$ cat config.mk
export PLATFORM = sky130hd
export DESIGN_NAME = dpll_core
export DESIGN_NICKNAME = d
export VERILOG_FILES = /design/src/rtl/dpll_core_pkg.sv /design/src/rtl/dpll_core_edge_sync.sv /design/src/rtl/dpll_core.sv
export SDC_FILE = /design/constraint.sdc
export NUM_CORES = 1
export LEC_CHECK = 0
export BUFFER_PORTS_ARGS = -buffer_cell sky130_fd_sc_hd__buf_2
export CELL_PAD_IN_SITES_DETAIL_PLACEMENT = 1
export CELL_PAD_IN_SITES_GLOBAL_PLACEMENT = 1
export CORE_MARGIN = 2
export CORE_UTILIZATION = 30
export CTS_CLUSTER_SIZE = 40
export DETAILED_ROUTE_END_ITERATION = 8
export PLACE_DENSITY_LB_ADDON = 0.05
export SLEW_MARGIN = 20
export SYNTH_ARGS = -nofsm -noshare
export SYNTH_HDL_FRONTEND = slang
export SYNTH_HIERARCHICAL = 1
export SYNTH_SLANG_ARGS = --single-unit
$ cat constraint.sdc
create_clock -name clk -period 3.89 [get_ports clk]
set_input_delay 0.389 -clock clk [delete_from_list [all_inputs] [get_ports clk]]
set_output_delay 0.389 -clock clk [all_outputs]
set_load 0.02 [all_outputs]
$ cat src/rtl/dpll_core_pkg.sv
// Shared definitions for the digital PLL core: mode encodings, default
// parameter values and the correction clamp.
package dpll_core_pkg;

   localparam logic MODE_BANG = 1'b0;
   localparam logic MODE_PROP = 1'b1;

   localparam int DEF_CNT_W       = 16;
   localparam int DEF_DIV         = 200;
   localparam int DEF_SYNC_STAGES = 2;
   localparam int DEF_MAX_ADJ     = 8;
   localparam int DEF_GAIN_SHIFT  = 2;
   localparam int DEF_LOCK_WIN    = 2;
   localparam int DEF_LOCK_CNT    = 8;
   localparam int DEF_MISS_MAX    = 4;

   function automatic int clamp_adj(input int val, input int lim);
      int res;
      if (val > lim) begin
         res = lim;
      end else if (val < -lim) begin
         res = -lim;
      end else begin
         res = val;
      end
      return res;
   endfunction

endpackage

$ cat src/rtl/dpll_core_edge_sync.sv
// Synchroniser chain for the asynchronous reference plus a registered
// rising-edge detector; a rise shows up on edge_pulse_o SYNC_STAGES+1 cycles later.
module edge_sync
   import dpll_core_pkg::*;
#(
   parameter int SYNC_STAGES = DEF_SYNC_STAGES
) (
   input  logic clk,
   input  logic reset_n,
   input  logic signal_i,
   output logic edge_pulse_o
);

   logic [SYNC_STAGES-1:0] sync_q;
   logic                   prev_q;
   logic                   pulse_q;

   // shift the reference through the synchroniser and strobe on a 0->1 step
   always_ff @(posedge clk or negedge reset_n) begin
      if (!reset_n) begin
         sync_q  <= {SYNC_STAGES{1'b0}};
         prev_q  <= 1'b0;
         pulse_q <= 1'b0;
      end else begin
         sync_q  <= {sync_q[SYNC_STAGES-2:0], signal_i};
         prev_q  <= sync_q[SYNC_STAGES-1];
         pulse_q <= sync_q[SYNC_STAGES-1] & ~prev_q;
      end
   end

   assign edge_pulse_o = pulse_q;

endmodule

$ cat src/rtl/dpll_core.sv
// All-digital PLL core: programmable-period phase counter steered by a signed
// phase detector (bang-bang or proportional) with a lock/loss detector.
module dpll_core
   import dpll_core_pkg::*;
#(
   parameter int CNT_W       = DEF_CNT_W,
   parameter int DIV         = DEF_DIV,
   parameter int SYNC_STAGES = DEF_SYNC_STAGES,
   parameter int MAX_ADJ     = DEF_MAX_ADJ,
   parameter int GAIN_SHIFT  = DEF_GAIN_SHIFT,
   parameter int LOCK_WIN    = DEF_LOCK_WIN,
   parameter int LOCK_CNT    = DEF_LOCK_CNT,
   parameter int MISS_MAX    = DEF_MISS_MAX
) (
   input  logic                   clk,
   input  logic                   reset_n,
   input  logic                   enable,
   input  logic                   mode,
   input  logic                   signal,
   output logic                   clk_out,
   output logic                   edge_pulse,
   output logic signed [CNT_W:0]  phase_err,
   output logic                   err_valid,
   output logic                   locked
);

   localparam int STREAK_W = $clog2(LOCK_CNT + 1);
   localparam int MISS_W   = $clog2(MISS_MAX + 1);
   localparam logic [CNT_W-1:0]        DIV_C     = CNT_W'(DIV);
   localparam logic [CNT_W-1:0]        HALF_C    = CNT_W'(DIV / 2);
   localparam logic [CNT_W-1:0]        CNT_ONE   = CNT_W'(1);
   localparam logic [CNT_W-1:0]        CNT_ZERO  = CNT_W'(0);
   localparam logic signed [CNT_W:0]   ERR_ZERO  = (CNT_W+1)'(0);
   localparam logic [STREAK_W-1:0]     LOCK_C    = STREAK_W'(LOCK_CNT);
   localparam logic [STREAK_W-1:0]     STR_ONE   = STREAK_W'(1);
   localparam logic [STREAK_W-1:0]     STR_ZERO  = STREAK_W'(0);
   localparam logic [MISS_W-1:0]       MISS_C    = MISS_W'(MISS_MAX);
   localparam logic [MISS_W-1:0]       MISS_ONE  = MISS_W'(1);
   localparam logic [MISS_W-1:0]       MISS_ZERO = MISS_W'(0);

   logic [CNT_W-1:0]       cnt_q, cnt_d, len_q, len_d;
   logic signed [CNT_W:0]  pend_q, pend_d, phase_err_q, phase_err_d, err_s;
   logic [STREAK_W-1:0]    streak_q, streak_d;
   logic [MISS_W-1:0]      miss_q, miss_d;
   logic                   clk_out_q, clk_out_d, locked_q, locked_d, err_valid_q, err_valid_d;
   logic                   edge_s, wrap_s, in_win_s;
   int                     err_int_s, adj_int_s, len_int_s;

   edge_sync #(
      .SYNC_STAGES (SYNC_STAGES)
   ) u_edge_sync (
      .clk          (clk),
      .reset_n      (reset_n),
      .signal_i     (signal),
      .edge_pulse_o (edge_s)
   );

   // phase error relative to the nearest local wrap, and the correction it implies
   always_comb begin
      if (cnt_q < HALF_C) begin
         err_s = $signed({1'b0, cnt_q});
      end else begin
         err_s = $signed({1'b0, cnt_q}) - $signed({1'b0, len_q});
      end
      err_int_s = int'(err_s);
      if (mode == MODE_PROP) begin
         adj_int_s = clamp_adj(err_int_s >>> GAIN_SHIFT, MAX_ADJ);
      end else if (err_int_s > 32'sd0) begin
         adj_int_s = 32'sd1;
      end else if (err_int_s < 32'sd0) begin
         adj_int_s = -32'sd1;
      end else begin
         adj_int_s = 32'sd0;
      end
      in_win_s  = (err_int_s <= LOCK_WIN) && (err_int_s >= -LOCK_WIN);
      len_int_s = DIV + int'(pend_q);
      wrap_s    = (cnt_q >= (len_q - CNT_ONE));
   end

   // next-state for counter, period, correction and lock tracking
   always_comb begin
      cnt_d       = cnt_q;
      len_d       = len_q;
      pend_d      = pend_q;
      streak_d    = streak_q;
      miss_d      = miss_q;
      clk_out_d   = clk_out_q;
      locked_d    = locked_q;
      phase_err_d = phase_err_q;
      err_valid_d = 1'b0;
      if (!enable) begin
         cnt_d     = CNT_ZERO;
         len_d     = DIV_C;
         pend_d    = ERR_ZERO;
         streak_d  = STR_ZERO;
         miss_d    = MISS_ZERO;
         clk_out_d = 1'b0;
         locked_d  = 1'b0;
      end else begin
         clk_out_d = (cnt_q < HALF_C);
         if (wrap_s) begin
            cnt_d  = CNT_ZERO;
            len_d  = len_int_s[CNT_W-1:0];
            pend_d = ERR_ZERO;
         end else begin
            cnt_d = cnt_q + CNT_ONE;
         end
         // an edge on the wrap cycle stores its correction for the following wrap
         if (edge_s) begin
            pend_d      = adj_int_s[CNT_W:0];
            phase_err_d = err_s;
            err_valid_d = 1'b1;
            miss_d      = MISS_ZERO;
            if (in_win_s) begin
               if (streak_q != LOCK_C) begin
                  streak_d = streak_q + STR_ONE;
               end else begin
                  streak_d = streak_q;
               end
               if (streak_d == LOCK_C) begin
                  locked_d = 1'b1;
               end else begin
                  locked_d = locked_q;
               end
            end else begin
               streak_d = STR_ZERO;
               locked_d = 1'b0;
            end
         end else if (wrap_s) begin
            if (miss_q != MISS_C) begin
               miss_d = miss_q + MISS_ONE;
            end else begin
               miss_d = miss_q;
            end
            if (miss_d == MISS_C) begin
               locked_d = 1'b0;
               streak_d = STR_ZERO;
            end else begin
               locked_d = locked_q;
            end
         end else begin
            miss_d = miss_q;
         end
      end
   end

   // state and registered outputs
   always_ff @(posedge clk or negedge reset_n) begin
      if (!reset_n) begin
         cnt_q       <= CNT_ZERO;
         len_q       <= DIV_C;
         pend_q      <= ERR_ZERO;
         streak_q    <= STR_ZERO;
         miss_q      <= MISS_ZERO;
         clk_out_q   <= 1'b0;
         locked_q    <= 1'b0;
         phase_err_q <= ERR_ZERO;
         err_valid_q <= 1'b0;
      end else begin
         cnt_q       <= cnt_d;
         len_q       <= len_d;
         pend_q      <= pend_d;
         streak_q    <= streak_d;
         miss_q      <= miss_d;
         clk_out_q   <= clk_out_d;
         locked_q    <= locked_d;
         phase_err_q <= phase_err_d;
         err_valid_q <= err_valid_d;
      end
   end

   assign clk_out    = clk_out_q;
   assign edge_pulse = edge_s;
   assign phase_err  = phase_err_q;
   assign err_valid  = err_valid_q;
   assign locked     = locked_q;

endmodule

# --- Word level (Yosys, flattened, before mapping) ---
# Cells that the tools add are included.
totals:
  regBits: 79
  input_bits: 5
  output_inout_bits: 21
  word_cells: 78
classes:
  n_addsub: 6
  magnitude_cmp: 8
  eq_ne: 8
  muxes: 38
  bitwise: 2
  reduce_logical: 4
op_table:
  columns: ["op", "n"]
  rows:
  - ["two-way mux 16 bit", 12]
  - ["two-way mux 4 bit", 9]
  - ["two-way mux 3 bit", 7]
  - [">= comparator 17 x 2 -> 1 bit, second input constant", 1]
  - ["greater-than comparator 17 x 1 -> 1 bit, second input constant", 1]
  - ["less-or-equal comparator 17 x 3 -> 1 bit, second input constant", 1]
  - ["< comparator 17 x 1 -> 1 bit, second input constant", 1]
  - ["two-way mux 17 bit", 1]
  - ["subtractor 16 x 16 -> 17 bit", 1]
  - ["adder 16 x 1 -> 16 bit, second input constant", 1]
  - ["adder 9 x 16 -> 16 bit, first input constant", 1]
  - [">= comparator 16 bit", 1]
  - ["< comparator 16 x 7 -> 1 bit, second input constant", 1]
  - ["subtractor 16 x 1 -> 16 bit, second input constant", 1]
  - ["greater-than comparator 15 x 5 -> 1 bit, second input constant", 1]
  - ["< comparator 15 x 4 -> 1 bit, second input constant", 1]
  - ["two-way mux 1 bit", 9]
  - ["inequality test 4 bit, second input constant", 2]
  - ["inequality test 3 x 1 -> 1 bit, second input constant", 2]
  - ["adder 4 x 1 -> 4 bit, second input constant", 1]
  - ["== test 4 bit, second input constant", 1]
  - ["AND reduction 2 bit", 2]
  - ["adder 3 x 1 -> 3 bit, second input constant", 1]
  - ["== test 3 bit, second input constant", 1]
  - ["other kinds (6)", 6]

# --- Logic depth before layout (Yosys ltp) ---
# Gate-level depths: netlist (run 1).
logic_depth:
  ltp_word: 12
  ltp_mapped: 18
  depth_no_buf: 17

# --- Modules after synthesis ---
# Netlist (run 1), hierarchy kept.
modules_own_cells:
  columns: ["module", "instances", "cells_per_inst", "area_each_um2", "seq_area_each_um2"]
  rows:
  - ["dpll_core", 1, 597, 5162.5, 1855.5]
  - ["edge_sync", 1, 5, 113.9, 100.1]

# --- Worst setup path before layout (run 1) ---
# Ideal clock, no wire load.
synth_timing:
  path_kind: "register to register"
  start: "register len_q[4]"
  end: "register pend_q[14]"
  setup_ps: 66
  arrival_time_ps: 3383
  required_ps: 3824
  path_slack_ps: 442
  path_stages_with_launch: 18
  path_buffers: 1
  period_less_slack_ps: 3448
  path_cell_list: "dfrtp_1 -> inv_1 -> nand3_1 -> nor3_1 -> nand3_1 -> nor3_1 -> nand2_1 -> nor4_1 -> xnor2_1 -> ha_1 -> a21o_1 -> a21o_1 -> a21oi_1 -> o21ai_0 -> a21o_1 -> nor2_1 -> clkbuf_1 -> a22o_1"
synth_between:
  elab_chain_cells: 8
  elab_cells_between_ends: 16
  cone_classes: "add/sub (2); order compare (5); eq/ne (1); mux (8)"
synth_lines:
  columns: ["element", "line", "source"]
  rows:
  - ["start: declaration", "dpll_core.sv:41", "logic [CNT_W-1:0] cnt_q, cnt_d, len_q, len_d;"]
  - ["start signal: assignment", "dpll_core.sv:161", "len_q <= len_d;"]
  - ["subtractor 16 x 16 -> 17 bit", "dpll_core.sv:63", "err_s = $signed({1'b0, cnt_q}) - $signed({1'b0, len_q});"]
  - ["two-way mux 17 bit", "dpll_core.sv:60", "if (cnt_q < HALF_C) begin"]
  - ["< comparator 17 x 1 -> 1 bit or < comparator 15 x 4 -> 1 bit (tied branches)", "dpll_core.sv:70, dpll_core_pkg.sv:21", null]
  - ["two-way mux 16 bit (on tied branches)", "dpll_core.sv:70, dpll_core_pkg.sv:21", null]
  - ["two-way mux 16 bit (on tied branches)", "dpll_core.sv:68, dpll_core_pkg.sv:19", null]
  - ["two-way mux 16 bit", "dpll_core.sv:66", "if (mode == MODE_PROP) begin"]
  - ["two-way mux 16 bit", "dpll_core.sv:109", "if (edge_s) begin"]
  - ["two-way mux 16 bit", "dpll_core.sv:91", "if (!enable) begin"]
  - ["end signal: assignment", "dpll_core.sv:162", "pend_q <= pend_d;"]
  - ["end: declaration", "dpll_core.sv:42", "logic signed [CNT_W:0] pend_q, pend_d, phase_err_q, phase_err_d, err_s;"]
# Several ways; a longest one is shown, not always the timed one.
# A chain may end at the register's enable or synchronous reset.

# --- Final worst setup path (run 1) ---
layout_timing:
  start: "register len_q[3]"
  end: "register pend_q[3]"
# Same word-level chain as after synthesis.

==> results of run 1 <==
where the power goes:
part | internal, mW | switching [mW] | leakage, nW
clock | 0.437 | 0.366 | 0.129
sequential | 0.828 | 0.0173 | 1.06
combinational | 0.0487 | 0.0973 | 1.66
stage by stage:
step | total power, mW | instances | setup TNS [ns] | instance area, um2
after global placement | 1.00 | 867 | -0.0554 | 5850
after global routing | 1.88 | 885 | 0 | 6240
final | 1.79 | 885 | 0 | 6240
after floorplan | 0.940 | 602 | 0 | 5280
after CTS | 1.83 | 884 | 0 | 6140
after detailed placement | 1.01 | 867 | -0.960 | 5850
what timing repair did:
| item | in CTS | in global routing |
|---|---|---|
| pin swaps | 1 | 1 |
| gates resized for setup | 2 | 19 |
| buffers inserted | 1 | 1 |
| endpoints found under the setup margin | 15 | 35 |
logic make-up after synthesis:
kind of cell / count (synthesis)
AND/OR/NAND/NOR: 236
AO/OA/AOI/OAI: 148
buffers and inverters: 48
adder cells (fa/ha/maj): 41
XOR/XNOR: 46
flip-flops: 78
multiplexers: 5
synthesized netlist by cell type, types with 11 or more instances:
cell type   n
a21o_1     11
a21oi_1    38
a22o_1     13
and3_1     11
clkbuf_1   12
dfrtp_1    75
ha_1       40
inv_1      29
nand2_1    72
nand3_1    17
nand4_1    11
nor2_1     67
nor3_1     13
o21ai_0    36
xnor2_1    30
xor2_1     16
area by class of cell:
type	count	area [um2]	area share
Clock buffer	10	229	0.0367
Clock inverter	6	46.3	0.00742
Inverter	30	113	0.0181
Multi-Input combinational cell	476	3220	0.517
Sequential cell	78	1960	0.314
Tap cell	225	282	0.0451
Timing Repair Buffer	60	390	0.0626
sequential cells by signal, summed over array words and instances, names as in the netlist:
name,count
clk_out,1
cnt_q,16
err_valid,1
len_q,16
locked,1
miss_q,3
pend_q,15
phase_err,17
streak_q,4
u_edge_sync/edge_pulse_o,1
u_edge_sync/prev_q,1
u_edge_sync/sync_q,2
worst register-to-register path, stage by stage (launching register included):
cell and delay [ns]:
dfstp_2 0.55, inv_1 0.09, ha_1 0.36, o211ai_2 0.21, a21oi_4 0.07, o2111ai_2 0.26, o211ai_4 0.16, a31oi_4 0.27
inv_2 0.14, nor4_2 0.29, nand4b_1 0.14, ha_1 0.35, nor2b_2 0.17, nor2b_1 0.16, o21ai_0 0.11, a32o_1 0.26
worst paths after layout:
kind / slack (ns) / cells past startpoint / endpoint / startpoint
setup / recovery: 0.17 / 15 / pend_q[3]$_DFFE_PN0P_ / len_q[3]$_DFFE_PN1P_
hold reg to reg: 0.36 / 0 / u_edge_sync/sync_q[1]$_DFF_PN0_ / u_edge_sync/sync_q[0]$_DFF_PN0_
hold / removal: 0.11 / 1 / cnt_q[11]$_DFF_PN0_ / reset_n
min in group clk: 0.15 / 1 / u_edge_sync/sync_q[0]$_DFF_PN0_ / signal
max in group asynchronous: 3.00 / 2 / phase_err[7]$_DFFE_PN0P_ / reset_n
setup reg to reg: 0.17 / 15 / pend_q[3]$_DFFE_PN0P_ / len_q[3]$_DFFE_PN1P_
per-layer routing:
metal / up-vias / part of all wire
li1: 2232 / -
met1: 2296 / 0.49
met2: 54 / 0.47
met3: 12 / 0.026
met4: 0 / 0.014
met5: - / 0
==> flow_metrics.env, run 1 <==
export IMPL_muxShareOfSynthArea=0.00996
export IMPL_grt_met1_usage=0.268
export IMPL_htree_levels=3
export IMPL_grt_pass1_vias=4691
export IMPL_ir_drop_mv=0.208
export IMPL_overflow=0
export IMPL_finalNetCount=701
export IMPL_yosysTopAreaCell="dfrtp_1"
export IMPL_worst_ep_required_time_ns=4.12
export IMPL_cp_common_cell="ha_1"
export IMPL_clock_path_buffers=2
export IMPL_synth_top_family_by_area="simple AND/OR/NAND/NOR gates"
export IMPL_drc=0
export IMPL_skew_ns=0.0119
export IMPL_syn_inst=602
export IMPL_synth_area_leaders="dfrtp_1 (36%), ha_1 (9.5%), nand2_1 (5.1%)"
export IMPL_slew_headroom=0.436
export IMPL_utilization=0.362
export IMPL_most_common_layout_cells="dfrtp_1 (75), nand2_1 (72), nor2_1 (66), ha_1 (38)"
export IMPL_n_antenna_cell=0
export IMPL_finalCritPeriodShare=0.956
export IMPL_track_usage=0.199
export IMPL_die_area_um2=18700
export IMPL_worstPathMaxFanout=8
export IMPL_setup_ws_ns=0.171
export IMPL_syn2layout_area_growth_pct=18.2
export IMPL_synth_flop_cell="dfrtp_1"
export IMPL_numCtsBuffers=9
export IMPL_seq_area_frac_synth=0.371
export IMPL_portBuffers=25
export IMPL_cpPeakStageDelay_ns=0.55
export IMPL_synthSimpleGateAreaFrac=0.213
export IMPL_end_kind="register"
export IMPL_antenna_found_initial=0
export IMPL_routabilityCongestion=0.824
export IMPL_cpMaxStageDelayCell="dfstp_2"
export IMPL_yosys_register_bits=78
export IMPL_rsz0062_at_grt="false"
export IMPL_crit_chain="inv_1 > ha_1 > o211ai_2 > a21oi_4 > o2111ai_2 > o211ai_4 > a31oi_4 > inv_2 > nor4_2 > nand4b_1 > ha_1 > nor2b_2 > nor2b_1 > o21ai_0 > a32o_1"
export IMPL_synth_top_cell_area_share=0.356
export IMPL_avgSynthCellArea_um2=8.76
export IMPL_vias_per_cell=5.19
export IMPL_finalMaxSlewViolations=0
export IMPL_async_flop_share=1.00
export IMPL_crit_buf_inv=2
export IMPL_synthesis_nets=648
export IMPL_die_x_um=137
export IMPL_status="finished, final reports clean"
export IMPL_wire_per_inst_um=19.8
export IMPL_synth_distinct_cells=70
export IMPL_p_leak_nw=2.85
export IMPL_synth_xor_area_frac=0.0764
export IMPL_dp_hpwl_mm=13.7
export IMPL_fin_crit_ns=3.72
export IMPL_drive_gt1_frac=0.176
export IMPL_worstPathArrival_ns=3.95
export IMPL_vias=4594
export IMPL_clkTransAtPathRegs_ns=0.06
export IMPL_synth_edf_count=0
export IMPL_cts_tree="done"
export IMPL_hold_violations=0
export IMPL_syn_area_um2=5280
export IMPL_row_count=48
export IMPL_grt_first_pass_wirelength_mm=27.5
export IMPL_yosys_warnings=6
export IMPL_grt_start_max_net_pins=63
export IMPL_cp_start_kind="register"
export IMPL_start_util=0.306
export IMPL_path_delay_family="compound AO/OA/AOI/OAI gates"
export IMPL_drt_total_wl_mm=17.5
export IMPL_busiest_layer="met2"
export IMPL_ant_nets=0
export IMPL_pin_count=26
export IMPL_clk_latency_ns=0.35
export IMPL_hold_worst_slack_ns=0.106
export IMPL_dr_pass1_iters=4
export IMPL_synthAdderAreaFrac=0.0986
export IMPL_clockRootBuffer="clkbuf_16"
export IMPL_synth_compound_area_frac=0.195
export IMPL_nFillCells=2010
export IMPL_setup_violations=0
export IMPL_min_path_type="in2async"
export IMPL_max_freq_mhz=269
export IMPL_cap_violations=0
export IMPL_critical_path_class="reg2reg"
export IMPL_p_per_area_nw_per_um2=288
export IMPL_grtUsageMet2=0.327
export IMPL_tightest_slew_ns=0.846
export IMPL_core_um2=17200
export IMPL_dp_slack_ns=-0.109
export IMPL_ctsHoldBuffers=0
export IMPL_layout_commonest_cell="dfrtp_1"
export IMPL_drtIter0Drc=177
export IMPL_die_h_um=137
export IMPL_numClockSinks=78
export IMPL_use_met3=0.0404
Power figures use the tool's default switching activity.
==> inputs of run 2 (changes only) <==
--- a/config.mk
+++ b/config.mk
@@ -5,6 +5,7 @@
 export SDC_FILE = /design/constraint.sdc
 export NUM_CORES = 1
 export LEC_CHECK = 0
+export ABC_AREA = 1
 export BUFFER_PORTS_ARGS = -buffer_cell sky130_fd_sc_hd__buf_2
 export CELL_PAD_IN_SITES_DETAIL_PLACEMENT = 1
 export CELL_PAD_IN_SITES_GLOBAL_PLACEMENT = 1
==> flow_metrics.env, run 2 <==
export IMPL_status="finished, final reports clean"
export IMPL_syn2layout_area_growth_pct=14.4
export IMPL_p_leak_nw=3.43
export IMPL_finalCritPeriodShare=0.914
export IMPL_syn_area_um2=5750
export IMPL_synthMostInstantiatedCell="nand2_1"
export IMPL_n_antenna_cell=0
export IMPL_ctsHoldBuffers=0
export IMPL_dp_hpwl_mm=14.4
export IMPL_synth_edf_count=0
export IMPL_dp_slack_ns=0.0797
export IMPL_p_sw_frac=0.264
export IMPL_worstPathArrival_ns=3.78
export IMPL_start_util=0.306
export IMPL_hold_worst_slack_ns=0.0765
export IMPL_clockRootBuffer="clkbuf_16"
export IMPL_setup_ws_ns=0.333
export IMPL_htree_levels=3
export IMPL_p_seq_frac=0.431
export IMPL_layout_commonest_cell="nand2_1"
export IMPL_die_h_um=142
export IMPL_synth_area_leaders="dfrtp_1 (33%), nand2_1 (14%), ha_1 (8.7%)"
export IMPL_slew_headroom=0.519
export IMPL_wire_per_inst_um=16.7
export IMPL_synth_top_cell_area_share=0.327
export IMPL_most_common_layout_cells="nand2_1 (219), inv_1 (98), dfrtp_1 (75), nand3_1 (55), nor2_1 (53)"
export IMPL_numCtsBuffers=9
export IMPL_max_freq_mhz=281
export IMPL_die_area_um2=20300
export IMPL_pin_count=26
export IMPL_worst_ep_required_time_ns=4.12
export IMPL_worstPathMaxFanout=17
export IMPL_design_area_um2=6580
export IMPL_p_per_area_nw_per_um2=303
export IMPL_clkTransAtPathRegs_ns=0.07
export IMPL_dp_cells=1045
export IMPL_setup_violations=0
export IMPL_pwr_share_comb=0.095
export IMPL_drive_gt1_frac=0.164
export IMPL_synth_xor_area_frac=0.0472
export IMPL_cts_tree="done"
export IMPL_min_path_type="in2async"
export IMPL_overflow=0
export IMPL_fin_crit_ns=3.56
export IMPL_grt_start_max_net_pins=52
export IMPL_cap_violations=0
export IMPL_async_flop_share=1.00
export IMPL_drc=0
export IMPL_clk_latency_ns=0.35
export IMPL_internal_power_mw=1.47
export IMPL_finalMaxSlewViolations=0
export IMPL_routabilityCongestion=0.855
export IMPL_setup_tns_final_ns=0
export IMPL_instances_no_fill=1062
export IMPL_synth_compound_area_frac=0.0875
export IMPL_syn_inst=782
export IMPL_synth_top_family_by_area="simple AND/OR/NAND/NOR gates"
export IMPL_vias=5150
export IMPL_p_clk_frac=0.474
export IMPL_yosys_top_cells_count="nand2_1 (220), inv_1 (98), dfrtp_1 (75)"
export IMPL_yosysTopAreaCell="dfrtp_1"
export IMPL_synth_flop_cell="dfrtp_1"
export IMPL_synthesis_nets=828
export IMPL_seq_area_frac_synth=0.340
export IMPL_row_count=50
export IMPL_tightest_slew_ns=0.722
export IMPL_drtIter0Drc=171
export IMPL_vias_per_cell=4.85
export IMPL_dr_pass1_iters=4
export IMPL_synth_distinct_cells=49
export IMPL_cp_start_kind="register"
export IMPL_ir_drop_mv=0.191
export IMPL_skew_ns=0.0118
export IMPL_hold_violations=0
export IMPL_core_um2=18800
export IMPL_avgSynthCellArea_um2=7.35
export IMPL_antenna_found_initial=0
export IMPL_end_kind="register"
export IMPL_numClockSinks=78
export IMPL_grt_first_pass_wirelength_mm=29.0
export IMPL_synthAdderAreaFrac=0.0906
export IMPL_switching_power_mw=0.525
export IMPL_yosys_warnings=6
export IMPL_track_usage=0.184
export IMPL_finalNetCount=869
export IMPL_yosys_register_bits=78
export IMPL_dpl_cell_area_um2=6210
export IMPL_synthSimpleGateAreaFrac=0.351
export IMPL_largest_reg_flops=17
export IMPL_die_x_um=142
export IMPL_portBuffers=25
export IMPL_critical_path_class="reg2reg"
export IMPL_clock_path_buffers=2
export IMPL_ant_nets=0
export IMPL_grt_pass1_vias=5377
export IMPL_muxShareOfSynthArea=0
export IMPL_drt_total_wl_mm=17.8
-- run 2: cell types whose count changed in the layout (fill, tap and decap cells not counted), moves of 9 or more --
cell,delta
a211oi_1,-9
a21o_1,-10
a21oi_1,-9
a22o_1,-13
and3_1,-10
buf_4,-19
inv_1,+69
nand2_1,+147
nand2_2,+22
nand3_1,+38
nand3_2,+14
nor2_1,-13
xnor2_1,-23
xor2_1,+11
-- run 2: area by class of cell --
| cell class | count | area, um2 |
|---|---|---|
| clock inverters | 6 | 95.1 |
| well taps | 234 | 293 |
| clock buffers | 10 | 229 |
| repair buffers | 41 | 248 |
| multi-input cells | 584 | 3350 |
| fillers | 2356 | 12200 |
| inverters | 109 | 410 |
| flip-flops and latches | 78 | 1960 |
-- run 2: final timing paths --
path / end / slack, ns / from / cells past startpoint
max: miss_q[2]$_DFFE_PN0P_ / 0.33 / len_q[1]$_DFFE_PN0P_ / 19
min: cnt_q[12]$_DFF_PN0_ / 0.08 / reset_n / 1
max reg2reg: miss_q[2]$_DFFE_PN0P_ / 0.33 / len_q[1]$_DFFE_PN0P_ / 19
min reg2reg: u_edge_sync/sync_q[1]$_DFF_PN0_ / 0.36 / u_edge_sync/sync_q[0]$_DFF_PN0_ / 0
max in group asynchronous: phase_err[5]$_DFFE_PN0P_ / 2.92 / reset_n / 2
min in group clk: u_edge_sync/sync_q[0]$_DFF_PN0_ / 0.15 / signal / 1
-- run 2: power by group through the flow --
| stage | Combinational (mW) | Sequential, mW | Clock, mW |
|---|---|---|---|
| 5_1_grt | 0.217 | 0.862 | 0.999 |
| 3_5_place_dp | 0.192 | 0.874 | 0 |
| 6_report | 0.190 | 0.858 | 0.943 |
| 3_3_place_gp | 0.190 | 0.872 | 0 |
| 4_1_cts | 0.193 | 0.859 | 0.975 |
| 2_1_floorplan | 0.110 | 0.877 | 0 |
-- run 2: per-layer routing --
layer	vias to the layer above	GRT usage	part of all wire
li1	2599	-	-
met1	2509	0.253	0.50
met2	31	0.311	0.47
met4	0	0.0406	0.0083
met3	11	0.0246	0.015
met5	-	0	0
-- run 2: critical path: stages, from the launching register on --
cell      delay (ns)
dfrtp_1         0.40
inv_1           0.13
nand3_1         0.15
nor3_2          0.26
nand3_1         0.14
nor3_1          0.16
buf_4           0.15
nand3_1         0.09
nor3_1          0.19
xor2_1          0.10
ha_1            0.32
nand4_1         0.13
nor3_1          0.17
buf_4           0.16
nand3_1         0.12
nand3_1         0.18
buf_4           0.15
clkinv_2        0.21
nand2_1         0.14
o21ai_0         0.09
-- run 2: kinds of logic (layout without fill, tap and decap cells) --
group,count (synthesis),in the layout
adder cells (fa/ha/maj),41,41
AO/OA/AOI/OAI,91,91
buffers and inverters,120,166
AND/OR/NAND/NOR,421,421
flip-flops,78,78
XOR/XNOR,31,31
-- run 2: per-stage QoR --
stage                     utilization  total power [mW]
after floorplan                     -             0.986
after global placement          0.331              1.06
after detailed placement        0.331              1.07
after CTS                       0.348              2.03
after global routing            0.350              2.08
final                           0.350              1.99
-- run 2: timing repair --
action                     4_1_cts  5_1_grt
setup endpoints to repair        0       52
resized for setup                0        8
setup buffers                    0        1
